### src/rtl/sprite_palette_pkg.sv
// Shared types, reset palette contents and colour arithmetic for the sprite palette engine.
// Contents: rgb12_t, flash_state_t, DEFAULT_PAL, sat_add4, default_entry.
// No ports (package).
package sprite_palette_pkg;

  typedef logic [11:0] rgb12_t;

  typedef enum logic [1:0] {
    FL_IDLE   = 2'd0,
    FL_BRIGHT = 2'd1,
    FL_NORMAL = 2'd2
  } flash_state_t;

  localparam int DEF_PAL_N = 8;

  // Palette 0 contents after reset, entries 0..7.
  localparam rgb12_t DEFAULT_PAL [DEF_PAL_N] = '{
    12'h000, 12'h0E1, 12'hC20, 12'hB76,
    12'h070, 12'h610, 12'h644, 12'hEA9
  };

  // 4-bit add that clips at 4'hF instead of wrapping.
  function automatic logic [3:0] sat_add4(input logic [3:0] a, input logic [3:0] b);
    logic [4:0] s;
    s = {1'b0, a} + {1'b0, b};
    return s[4] ? 4'hF : s[3:0];
  endfunction

  // Reset value of one palette entry: palette 0 gets the defaults, everything else black.
  function automatic rgb12_t default_entry(input int pal, input int idx);
    if (pal == 0 && idx < DEF_PAL_N) return DEFAULT_PAL[idx];
    return '0;
  endfunction

endpackage

### src/rtl/palette_flash_fsm.sv
// Hit-flash sequencer: alternates BRIGHT/NORMAL every FLASH_PERIOD frame ticks for FLASH_LEN ticks.
// Ports: clk_i, rst_ni, frame_tick_i, flash_trig_i in; flash_busy_o, bright_o out.
// A trigger always (re)starts the flash in BRIGHT and swallows a coincident frame tick.
module palette_flash_fsm
  import sprite_palette_pkg::*;
#(
  parameter int FLASH_LEN    = 16,
  parameter int FLASH_PERIOD = 2
) (
  input  logic clk_i,
  input  logic rst_ni,
  input  logic frame_tick_i,
  input  logic flash_trig_i,
  output logic flash_busy_o,
  output logic bright_o
);

  localparam int REM_W = $clog2(FLASH_LEN + 1);
  localparam int PH_W  = (FLASH_PERIOD > 1) ? $clog2(FLASH_PERIOD) : 1;
  localparam logic [REM_W-1:0] LEN_C   = REM_W'(FLASH_LEN);
  localparam logic [REM_W-1:0] ONE_C   = REM_W'(1);
  localparam logic [PH_W-1:0]  PH_LAST = PH_W'(FLASH_PERIOD - 1);
  localparam logic [PH_W-1:0]  PH_ONE  = PH_W'(1);

  flash_state_t     state_q, state_d;
  logic [REM_W-1:0] rem_q, rem_d;
  logic [PH_W-1:0]  phase_q, phase_d;

  always_ff @(posedge clk_i or negedge rst_ni) begin
    if (!rst_ni) begin
      state_q <= FL_IDLE;
      rem_q   <= '0;
      phase_q <= '0;
    end else begin
      state_q <= state_d;
      rem_q   <= rem_d;
      phase_q <= phase_d;
    end
  end

  always_comb begin
    state_d = state_q;
    rem_d   = rem_q;
    phase_d = phase_q;
    if (flash_trig_i) begin
      state_d = FL_BRIGHT;
      rem_d   = LEN_C;
      phase_d = '0;
    end else if (frame_tick_i && state_q != FL_IDLE) begin
      rem_d = rem_q - ONE_C;
      if (rem_q == ONE_C) begin
        // Running out of ticks ends the flash even on a phase boundary.
        state_d = FL_IDLE;
        phase_d = '0;
      end else if (phase_q == PH_LAST) begin
        phase_d = '0;
        state_d = (state_q == FL_BRIGHT) ? FL_NORMAL : FL_BRIGHT;
      end else begin
        phase_d = phase_q + PH_ONE;
      end
    end
  end

  assign flash_busy_o = (state_q != FL_IDLE);
  assign bright_o     = (state_q == FL_BRIGHT);

endmodule

### src/rtl/sprite_palette_engine.sv
// Writable multi-palette colour lookup for sprite pixels with hit-flash brightening.
// Ports: Clk, Reset_n; palette write (wr_*); lookup (rd_*); frame_tick, flash_trig; RGB/valid/transparent/flash_busy out.
// Fixed 2-cycle lookup latency, one request per cycle, never stalls; writes are read-before-write.
module sprite_palette_engine
  import sprite_palette_pkg::*;
#(
  parameter int         IDX_W        = 3,
  parameter int         NUM_PAL      = 4,
  parameter int         FLASH_LEN    = 16,
  parameter int         FLASH_PERIOD = 2,
  parameter logic [3:0] BRIGHT       = 4'h6
) (
  input  logic                       Clk,
  input  logic                       Reset_n,
  input  logic                       wr_en,
  input  logic [$clog2(NUM_PAL)-1:0] wr_pal,
  input  logic [IDX_W-1:0]           wr_idx,
  input  logic [11:0]                wr_rgb,
  input  logic                       rd_valid,
  input  logic [$clog2(NUM_PAL)-1:0] rd_pal,
  input  logic [IDX_W-1:0]           rd_idx,
  input  logic                       frame_tick,
  input  logic                       flash_trig,
  output logic                       flash_busy,
  output logic                       out_valid,
  output logic [3:0]                 red,
  output logic [3:0]                 green,
  output logic [3:0]                 blue,
  output logic                       out_transparent
);

  localparam int NENT = 2 ** IDX_W;

  rgb12_t pal_q [NUM_PAL][NENT];

  logic   s1_vld_q;
  rgb12_t s1_rgb_q;
  logic   s1_transp_q;

  logic   out_vld_q;
  rgb12_t out_rgb_q;
  logic   out_transp_q;

  logic   bright;
  rgb12_t bright_rgb;

  // Palette storage; S1 samples the pre-write contents on the same edge.
  always_ff @(posedge Clk or negedge Reset_n) begin
    if (!Reset_n) begin
      for (int p = 0; p < NUM_PAL; p++) begin
        for (int e = 0; e < NENT; e++) begin
          pal_q[p][e] <= default_entry(p, e);
        end
      end
    end else if (wr_en) begin
      pal_q[wr_pal][wr_idx] <= wr_rgb;
    end
  end

  // S1: entry fetch.
  always_ff @(posedge Clk or negedge Reset_n) begin
    if (!Reset_n) begin
      s1_vld_q    <= 1'b0;
      s1_rgb_q    <= '0;
      s1_transp_q <= 1'b0;
    end else begin
      s1_vld_q <= rd_valid;
      if (rd_valid) begin
        s1_rgb_q    <= pal_q[rd_pal][rd_idx];
        s1_transp_q <= (rd_idx == '0);
      end
    end
  end

  palette_flash_fsm #(
    .FLASH_LEN    (FLASH_LEN),
    .FLASH_PERIOD (FLASH_PERIOD)
  ) u_flash (
    .clk_i        (Clk),
    .rst_ni       (Reset_n),
    .frame_tick_i (frame_tick),
    .flash_trig_i (flash_trig),
    .flash_busy_o (flash_busy),
    .bright_o     (bright)
  );

  always_comb begin
    bright_rgb = {sat_add4(s1_rgb_q[11:8], BRIGHT),
                  sat_add4(s1_rgb_q[7:4],  BRIGHT),
                  sat_add4(s1_rgb_q[3:0],  BRIGHT)};
  end

  // S2: flash effect using the phase current at this stage; outputs hold when idle.
  always_ff @(posedge Clk or negedge Reset_n) begin
    if (!Reset_n) begin
      out_vld_q    <= 1'b0;
      out_rgb_q    <= '0;
      out_transp_q <= 1'b0;
    end else begin
      out_vld_q <= s1_vld_q;
      if (s1_vld_q) begin
        out_rgb_q    <= (bright && !s1_transp_q) ? bright_rgb : s1_rgb_q;
        out_transp_q <= s1_transp_q;
      end
    end
  end

  assign out_valid       = out_vld_q;
  assign {red, green, blue} = out_rgb_q;
  assign out_transparent = out_transp_q;

endmodule

### config.mk
export PLATFORM = sky130hd
export DESIGN_NAME = sprite_palette_engine
export DESIGN_NICKNAME = d
export VERILOG_FILES = /design/src/rtl/sprite_palette_pkg.sv /design/src/rtl/palette_flash_fsm.sv /design/src/rtl/sprite_palette_engine.sv
export SDC_FILE = /design/constraint.sdc
export NUM_CORES = 1
export LEC_CHECK = 0
export ABC_AREA = 1
export ABC_CLOCK_PERIOD_IN_PS = 2000
export CAP_MARGIN = 20
export CORE_UTILIZATION = 34
export DETAILED_ROUTE_END_ITERATION = 6
export GPL_ROUTABILITY_DRIVEN = 0
export PLACE_DENSITY_LB_ADDON = 0.08
export SLEW_MARGIN = 40
export SYNTH_ARGS = -nofsm -noshare
export SYNTH_HDL_FRONTEND = slang
export SYNTH_SLANG_ARGS = --single-unit
### constraint.sdc
create_clock -name Clk -period 2 [get_ports Clk]
set_clock_uncertainty 0.2 [all_clocks]
set_input_delay 0.4 -clock Clk [delete_from_list [all_inputs] [get_ports Clk]]
set_output_delay 0.4 -clock Clk [all_outputs]
set_load 0.05 [all_outputs]
==> results of run 1 <==
-- routing by layer --
metal / vias up / global-route usage [%] / wire length [um]
met5: - / 0 / 0
met4: 0 / 5.54 / 1210
met3: 74 / 2.62 / 2440
met2: 336 / 34.5 / 27800
met1: 7820 / 32.7 / 30400
li1: 7983 / - / -
-- cell type report --
cell class / instances / area (um^2)
multi-input combinational: 1755 / 7680
clock inverter: 22 / 363
tap: 748 / 936
sequential: 420 / 10600
clock buffer: 69 / 1370
timing repair buffer: 178 / 2280
inverter: 74 / 284
fill: 5665 / 32100
-- worst max-delay path, cell delays in order, from the launching register on --
cell	delay (ns)
dfrtp_1	0.38
inv_1	0.09
nand2_1	0.08
buf_4	0.19
-- power by group through the flow --
stage                     clock network, mW  registers [mW]  logic (mW)
after CTS                              10.0            11.2        4.69
after global routing                   10.3            11.4        5.31
after floorplan                           0            11.4        2.73
after global placement                    0            11.3        4.61
after detailed placement                  0            11.3        4.68
final                                  9.72            11.2        4.64
-- worst paths after layout --
| check | end | slack, ns | depth (start not counted) |
|---|---|---|---|
| setup reg to reg | out_rgb_q[3] | 0.32 | 8 |
| max in group asynchronous | pal_q[328] | 0.67 | 3 |
| setup / recovery | flash_busy | 0.06 | 3 |
| hold / removal | pal_q[303] | 0.15 | 2 |
| min in group Clk | pal_q[100] | 0.20 | 3 |
| hold reg to reg | pal_q[310] | 0.27 | 2 |
-- stage by stage --
| stage | utilization [%] | hold slack [ns] | worst slack, ns |
|---|---|---|---|
| floorplan | - | -0.0956 | 0.249 |
| global placement | 39.1 | 0.163 | -0.551 |
| detailed placement | 39.1 | 0.163 | -0.544 |
| CTS | 42.3 | 0.113 | 0.0215 |
| global route | 42.3 | 0.129 | 0.0100 |
| finish | 42.3 | 0.150 | 0.0644 |
-- registers in the layout, indices dropped and copies added (netlist names) --
register         count
out_transparent      1
s1_rgb_q            12
s1_transp_q          1
out_rgb_q           12
u_flash.state_q      2
s1_vld_q             1
u_flash.rem_q        5
pal_q              384
u_flash.phase_q      1
out_valid            1
-- logic make-up (layout without fill, tap and decap cells) --
| group | after synthesis | count (layout) |
|---|---|---|
| XOR/XNOR | 1 | 1 |
| buffers and inverters | 255 | 343 |
| AO/OA/AOI/OAI | 423 | 423 |
| adder cells (fa/ha/maj) | 5 | 5 |
| AND/OR/NAND/NOR | 1326 | 1326 |
| flip-flops | 420 | 420 |
-- what timing repair did --
| action | in CTS | in global routing |
|---|---|---|
| endpoints found under the setup margin | 0 | 1 |
| hold buffers | 1 | 0 |
| endpoints found under the hold margin | 390 | 0 |
| buffers inserted | 0 | 0 |
| resized for setup | 0 | 1 |
-- cells in the final DEF (no fill, tap or decap), types with 2 or more instances in the layout --
cell             instances
nand4_1                  3
buf_6                    2
nor3_2                   4
inv_1                   68
a21oi_1                 57
nor3_4                   3
clkbuf_8                 3
bufinv_16                9
or2_2                    5
o21ai_1                 20
a31oi_1                  5
o22ai_1                  3
clkbuf_1                15
nor2_1                  86
clkdlybuf4s50_1         24
dfstp_2                 32
ha_1                     5
nand2_1                931
inv_2                    4
clkinvlp_4               2
buf_12                  69
o21ai_0                335
nor3_1                   8
clkinv_8                 2
dfrtp_1                388
clkbuf_16               51
nor2_4                   4
nand3_1                279
buf_4                   81
clkinv_2                10
==> flow_summary.ini, run 1 <==
[status]
status = finished clean

[synthesis]
syn_inst = 2430
yosysMostFrequentCell = nand2_1
synth_seq_cells = 420
synth_area_um2 = 19300
yosysTopAreaCellShare_pct = 50.4
synth_top_family_by_area = simple AND/OR/NAND/NOR gates
yosys.area_share.adder_pct = 0.325
synth-main-ff-cell = dfrtp_1
synth.mux.area_fraction_pct = 0
yosysSeqAreaShare_pct = 54.7
yosys.area.top_type = dfrtp_1
avgSynthCellArea_um2 = 7.93
synthesis.nets = 2463
ys_types = 31
synthTopCellsByCount = nand2_1, dfrtp_1, o21ai_0
synth_xor_area_share_pct = 0.0455
synth_async_sr_flop_share_pct = 100
yosys-top-cells-area = dfrtp_1, nand2_1, o21ai_0
synthSimpleGateAreaFrac_pct = 28.4
yosysWarnings = 0
synth-edff-count = 0
synth_compound_area_share_pct = 11.1

[drt]
dr.pass1.iters = 5
vias = 16200
drt-wirelength-per-cell_um = 18.9
drt.antenna.violating_nets = 0
viasPerCell = 4.96
routed_wl_um = 61800
drt_iter0_drc = 1485
drcViolationCount = 0

[sta]
max_freq_ghz = 0.517
setup_viol = 0
period_share_pct = 96.8
fin_setup_tns_ns = 0
rsz0062_at_grt = false
hold_violations = 0
max_slew_margin_pct = 70.1
min_period_ns = 1.94
tightest_slew_ns = 0.449
finalMaxSlewViolations = 0

[critical_path]
worst-path-max-fanout = 3
critPathLaunch = u_flash.state_q[0]
cp.arrival_ns = 1.34
required_ns = 1.40
timing.rr.start = u_flash.state_q[0]
start_kind = register
crit_type = register to primary output
critPathCaptureType = primary output

[power_and_ir_drop]
clkPwrFrac_pct = 38.0
switching_share_pct = 29.6
p_sw_mw = 7.57
peakVddDrop_mv = 0.679
power_leakage_nw = 10.9
combPwrFrac_pct = 18.1
power_mw = 25.6
internal-power_mw = 18.0
pwr-share-seq_pct = 43.8
power_density_nw_per_um2 = 1090

[floorplanning]
initial_core_util_pct = 34.7
rows = 86
dieArea_um2 = 57600
die_height_um = 240
dieWidth_um = 240
io_pins = 43
core_um2 = 55500

[final_layout]
fin_cells = 3266
n_antenna_cell = 0
nNetsFinal = 2512
synthToLayoutAreaGrowth_pct = 21.8
drive_above_1_share_pct = 11.3
final_area_um2 = 23500

[global_route]
antenna_found_initial = 0
grt_pass1_vias = 15800
grt_pass1_wl_um = 97700
grt_max_degree = 62
grt.overflow.total = 0
track_usage_pct = 22.2

[worst_hold_path]
hp-class = primary input to asynchronous set/reset pin

[place]
dp_hpwl_um = 39500
placedInstanceArea_um2 = 21700
portBuffers = 42
place_inst = 3174

[clock_tree]
clk_latency_ns = 0.60
cts.sinks = 420
cts_made_buffers = 50
clk_pin_slew_ns = 0.06
cts-root-buf = clkbuf_16
cts_tree = built
cts_max_level = 2
clk_path_buf_depth = 3

[job]
drv_cap = 0
No activity file was read; power rests on OpenSTA's default activity.
==> run 2, diff against run 1 <==
--- a/config.mk
+++ b/config.mk
@@ -8,6 +8,7 @@
 export ABC_AREA = 1
 export ABC_CLOCK_PERIOD_IN_PS = 2000
 export CAP_MARGIN = 20
+export CORE_MARGIN = 2
 export CORE_UTILIZATION = 34
 export DETAILED_ROUTE_END_ITERATION = 6
 export GPL_ROUTABILITY_DRIVEN = 0
==> run 2 against run 1 <==
Compared with the run above: first-iteration DRC count rose by 8.0%; critical path type unchanged; via count rose by 0.50%; utilization fell by 0.39 points; die area rose by 1.7%.
==> flow_summary.ini, run 2 (same netlist as run 1, synthesis figures left out) <==
[clock_tree]
cts-root-buf = clkbuf_16
clk_pin_slew_ns = 0.06
postCtsResizedCells = 0
clk_path_buf_depth = 3
cts_max_level = 2
postCtsSetupRepairBufs = 0
cts_made_buffers = 50
clk_latency_ns = 0.60
cts_tree = built
cts.sinks = 420
ctsHoldBuffers = 1

[sta]
rsz0062_at_grt = false
max_slew_margin_pct = 66.7
setup_viol = 0
hold_violations = 0
fin_setup_tns_ns = 0
whs_ns = 0.0708
period_share_pct = 96.0
min_period_ns = 1.92
tightest_slew_ns = 0.500
finalMaxSlewViolations = 0
max_freq_ghz = 0.521

[power_and_ir_drop]
power_density_nw_per_um2 = 1070
power_leakage_nw = 11.0
peakVddDrop_mv = 0.706

[drt]
drcViolationCount = 0
drt-wirelength-per-cell_um = 18.5
routed_wl_um = 60600
drt.antenna.violating_nets = 0
viasPerCell = 4.96
dr.pass1.iters = 5
drt_iter0_drc = 1604
vias = 16300

[place]
place_inst = 3186
portBuffers = 42
dp_hpwl_um = 38800

[critical_path]
rr_worst_depth = 8
required_ns = 1.40
path_depth = 3
cp_slowest_cell = dfrtp_1
start_kind = register
crit_type = register to primary output
cp.arrival_ns = 1.32
path_delay_family = flip-flops
path_cells = inv_1 -> nand2_1 -> buf_12
slowest_delay_ns = 0.37
worst-path-max-fanout = 3
reg2reg_slack_ns = 0.27
worst-path-buf-inv = 2
critPathCaptureType = primary output

[global_route]
grt_max_degree = 65
track_usage_pct = 20.9
grt_pass1_wl_um = 95600
grt_pass1_vias = 15700
grt.overflow.total = 0
antenna_found_initial = 1

[floorplanning]
die_height_um = 242
core_um2 = 56200
dieWidth_um = 242
dieArea_um2 = 58600
rows = 87
initial_core_util_pct = 34.3
io_pins = 43

[final_layout]
largest_register_ff_count = 384
mostFrequentLayoutCell = nand2_1
fin_cells = 3283
synthToLayoutAreaGrowth_pct = 22.1
top_regs = pal_q (384), out_rgb_q (12), s1_rgb_q (12)
largest_register = pal_q
drive_above_1_share_pct = 11.5
fillers = 5779
mostFrequentLayoutCells = nand2_1, dfrtp_1, o21ai_0, nand3_1, nor2_1
nNetsFinal = 2516
post-route-util_pct = 41.9

[job]
drv_cap = 0

[status]
status = finished clean

[worst_hold_path]
hp-class = primary input to asynchronous set/reset pin
run 2: final cells by class:
type                       instances  area [um^2]  area share [%]
sequential                       420        10600            44.9
multi-input combinational       1755         7680            32.7
timing repair buffer             182         2340            9.93
clock buffer                      84         1590            6.77
tap                              756          946            4.02
inverter                          74          284            1.21
antenna                            2         5.00          0.0213
clock inverter                    10          125           0.532
run 2: worst paths after layout:
path,end,start
min,pal_q[263],Reset_n
max reg2reg,out_rgb_q[8],u_flash.state_q[0]
min in group Clk,pal_q[105],wr_rgb[9]
max,flash_busy,u_flash.state_q[0]
max in group asynchronous,pal_q[284],Reset_n
min reg2reg,pal_q[310],pal_q[310]
run 2: through the flow:
stage / setup slack (ns) / area (um^2) / power [mW]
floorplan: 0.249 / 19300 / 14.1
global placement: -0.372 / 21800 / 15.8
detailed placement: -0.377 / 21800 / 15.9
CTS: 0.0445 / 23500 / 25.5
global route: 0.0164 / 23500 / 26.7
finish: 0.0793 / 23500 / 25.2
run 2: per-layer routing:
metal | GRT usage [%] | vias to the layer above | share of wire (%)
li1 | - | 7991 | -
met1 | 30.7 | 7899 | 49
met2 | 32.5 | 339 | 45
met3 | 3.09 | 65 | 4.4
met4 | 4.96 | 0 | 2.0
met5 | 0 | - | 0
run 2: power breakdown:
part / switching [mW] / internal, mW / leakage [nW] / total [mW]
combinational: 2.85 / 1.76 / 4.86 / 4.61
sequential: 0.904 / 10.3 / 5.25 / 11.2
clock: 3.65 / 5.77 / 0.850 / 9.42
total: 7.40 / 17.8 / 11.0 / 25.2
run 2: worst reg2reg max path, cell delays in order, from the launching register on:
cell,delay (ns)
dfrtp_1,0.37
inv_1,0.09
nor2_1,0.07
nand2_1,0.34
inv_1,0.18
nand2_1,0.15
nand2_1,0.06
o22ai_1,0.10
inv_1,0.06
==> run 3, diff against run 2 <==
--- a/config.mk
+++ b/config.mk
@@ -8,8 +8,10 @@
 export ABC_AREA = 1
 export ABC_CLOCK_PERIOD_IN_PS = 2000
 export CAP_MARGIN = 20
+export CELL_PAD_IN_SITES_DETAIL_PLACEMENT = 1
+export CELL_PAD_IN_SITES_GLOBAL_PLACEMENT = 1
 export CORE_MARGIN = 2
-export CORE_UTILIZATION = 34
+export CORE_UTILIZATION = 30
 export DETAILED_ROUTE_END_ITERATION = 6
 export GPL_ROUTABILITY_DRIVEN = 0
 export PLACE_DENSITY_LB_ADDON = 0.08
==> run 3 against run 2 <==
Compared with the run above: non-clock buffer count up 5; via count rose by 0.90%; register-to-register slack worse by 0.03 ns; clock power grew 3.6%; sequential power about the same; design area rose by 0.77%; flip-flop and latch count unchanged; worst setup slack lost 0.010 ns; first-iteration DRC count fell by 39%; largest power group unchanged; highest routed layer unchanged.
==> flow_summary.ini, run 3 (same netlist as run 1, synthesis figures left out) <==
[sta]
setup_viol = 0
whs_ns = 0.0969
max_freq_ghz = 0.518
tightest_slew_ns = 0.479
min_period_ns = 1.93
hold_violations = 0
period_share_pct = 96.6
finalMaxSlewViolations = 0
fin_setup_tns_ns = 0
max_slew_margin_pct = 68.0
rsz0062_at_grt = false

[status]
status = finished clean

[drt]
drt-wirelength-per-cell_um = 18.9
drt_iter0_drc = 980
viasPerCell = 4.87
dr.pass1.iters = 4
vias = 16400
drt.antenna.violating_nets = 0
drcViolationCount = 0
routed_wl_um = 63900

[place]
dp_hpwl_um = 41500
portBuffers = 42
place_inst = 3281

[final_layout]
largest_register = pal_q
fillers = 7495
post-route-util_pct = 37.4
top_regs = pal_q (384), out_rgb_q (12), s1_rgb_q (12)
mostFrequentLayoutCell = nand2_1
fin_cells = 3377
nNetsFinal = 2522
largest_register_ff_count = 384
n_antenna_cell = 0
synthToLayoutAreaGrowth_pct = 23.0
mostFrequentLayoutCells = nand2_1, dfrtp_1, o21ai_0, nand3_1, buf_4
drive_above_1_share_pct = 11.8

[clock_tree]
cts-root-buf = clkbuf_16
clk_latency_ns = 0.60
ctsHoldBuffers = 1
clk_path_buf_depth = 3
clk_pin_slew_ns = 0.06
cts_tree = built
cts_made_buffers = 51
cts.sinks = 420
postCtsSetupRepairBufs = 0
postCtsResizedCells = 0
cts_max_level = 2

[power_and_ir_drop]
peakVddDrop_mv = 0.656
power_mw = 25.6
power_leakage_nw = 11.0
power_density_nw_per_um2 = 1080

[floorplanning]
dieArea_um2 = 66300
core_um2 = 63300
io_pins = 43
dieWidth_um = 257
initial_core_util_pct = 30.4
die_height_um = 257
rows = 92

[global_route]
grt_max_degree = 84
grt.overflow.total = 0
antenna_found_initial = 0
track_usage_pct = 19.7
grt_pass1_wl_um = 102000
grt_pass1_vias = 17300

[critical_path]
crit_type = register to primary output
required_ns = 1.40
rr_worst_depth = 8
cp.arrival_ns = 1.33
crit_end = flash_busy
timing.rr.end = out_rgb_q[8]
timing.rr.start = u_flash.state_q[0]
critPathCaptureType = primary output
worst-path-max-fanout = 3
critPathLaunch = u_flash.state_q[1]
reg2reg_slack_ns = 0.24
start_kind = register

[job]
drv_cap = 0

[worst_hold_path]
hp-class = primary input to asynchronous set/reset pin
run 3: final cells by class:
class                   count  area, um^2  share of cell area (%)
clock inverters            15         209                   0.882
multi-input cells        1755        7680                    32.4
repair buffers            187        2360                    9.96
flip-flops and latches    420       10600                    44.5
well taps                 846        1060                    4.47
clock buffers              80        1560                    6.57
inverters                  74         284                    1.20
run 3: worst min-delay path by stage:
stage,to,startpoint,slack (ns),depth (start not counted)
6_report,pal_q[285],Reset_n,0.1,2
5_1_grt,pal_q[285],Reset_n,0.11,2
4_1_cts,pal_q[189],Reset_n,0.07,2
3_5_place_dp,pal_q[285],Reset_n,0.1,1
3_3_place_gp,pal_q[285],Reset_n,0.1,1
2_1_floorplan,out_rgb_q[0],Reset_n,-0.1,0
run 3: power breakdown:
| part | total [mW] | internal [mW] | switching (mW) |
|---|---|---|---|
| combinational | 4.68 | 1.77 | 2.91 |
| sequential | 11.2 | 10.3 | 0.920 |
| clock | 9.76 | 5.97 | 3.78 |
| total | 25.6 | 18.0 | 7.61 |
run 3: worst max-delay path: stages (launching register included):
cell	delay, ns
dfrtp_1	0.39
inv_1	0.08
nand2_1	0.10
buf_12	0.17
run 3: per-layer routing:
metal,vias up,global-route usage [%],share of wire [%]
met5,-,0,0
met4,0,4.54,1.8
met3,73,2.22,2.9
met2,200,31.8,45
met1,8165,28.4,50
li1,8003,-,-
run 3: metrics by stage:
step / setup slack [ns] / instance area, um^2
after floorplan: 0.249 / 19300
after global placement: -0.450 / 21900
after detailed placement: -0.461 / 21900
after CTS: 0.0128 / 23700
after global routing: 0.00190 / 23700
final: 0.0689 / 23700
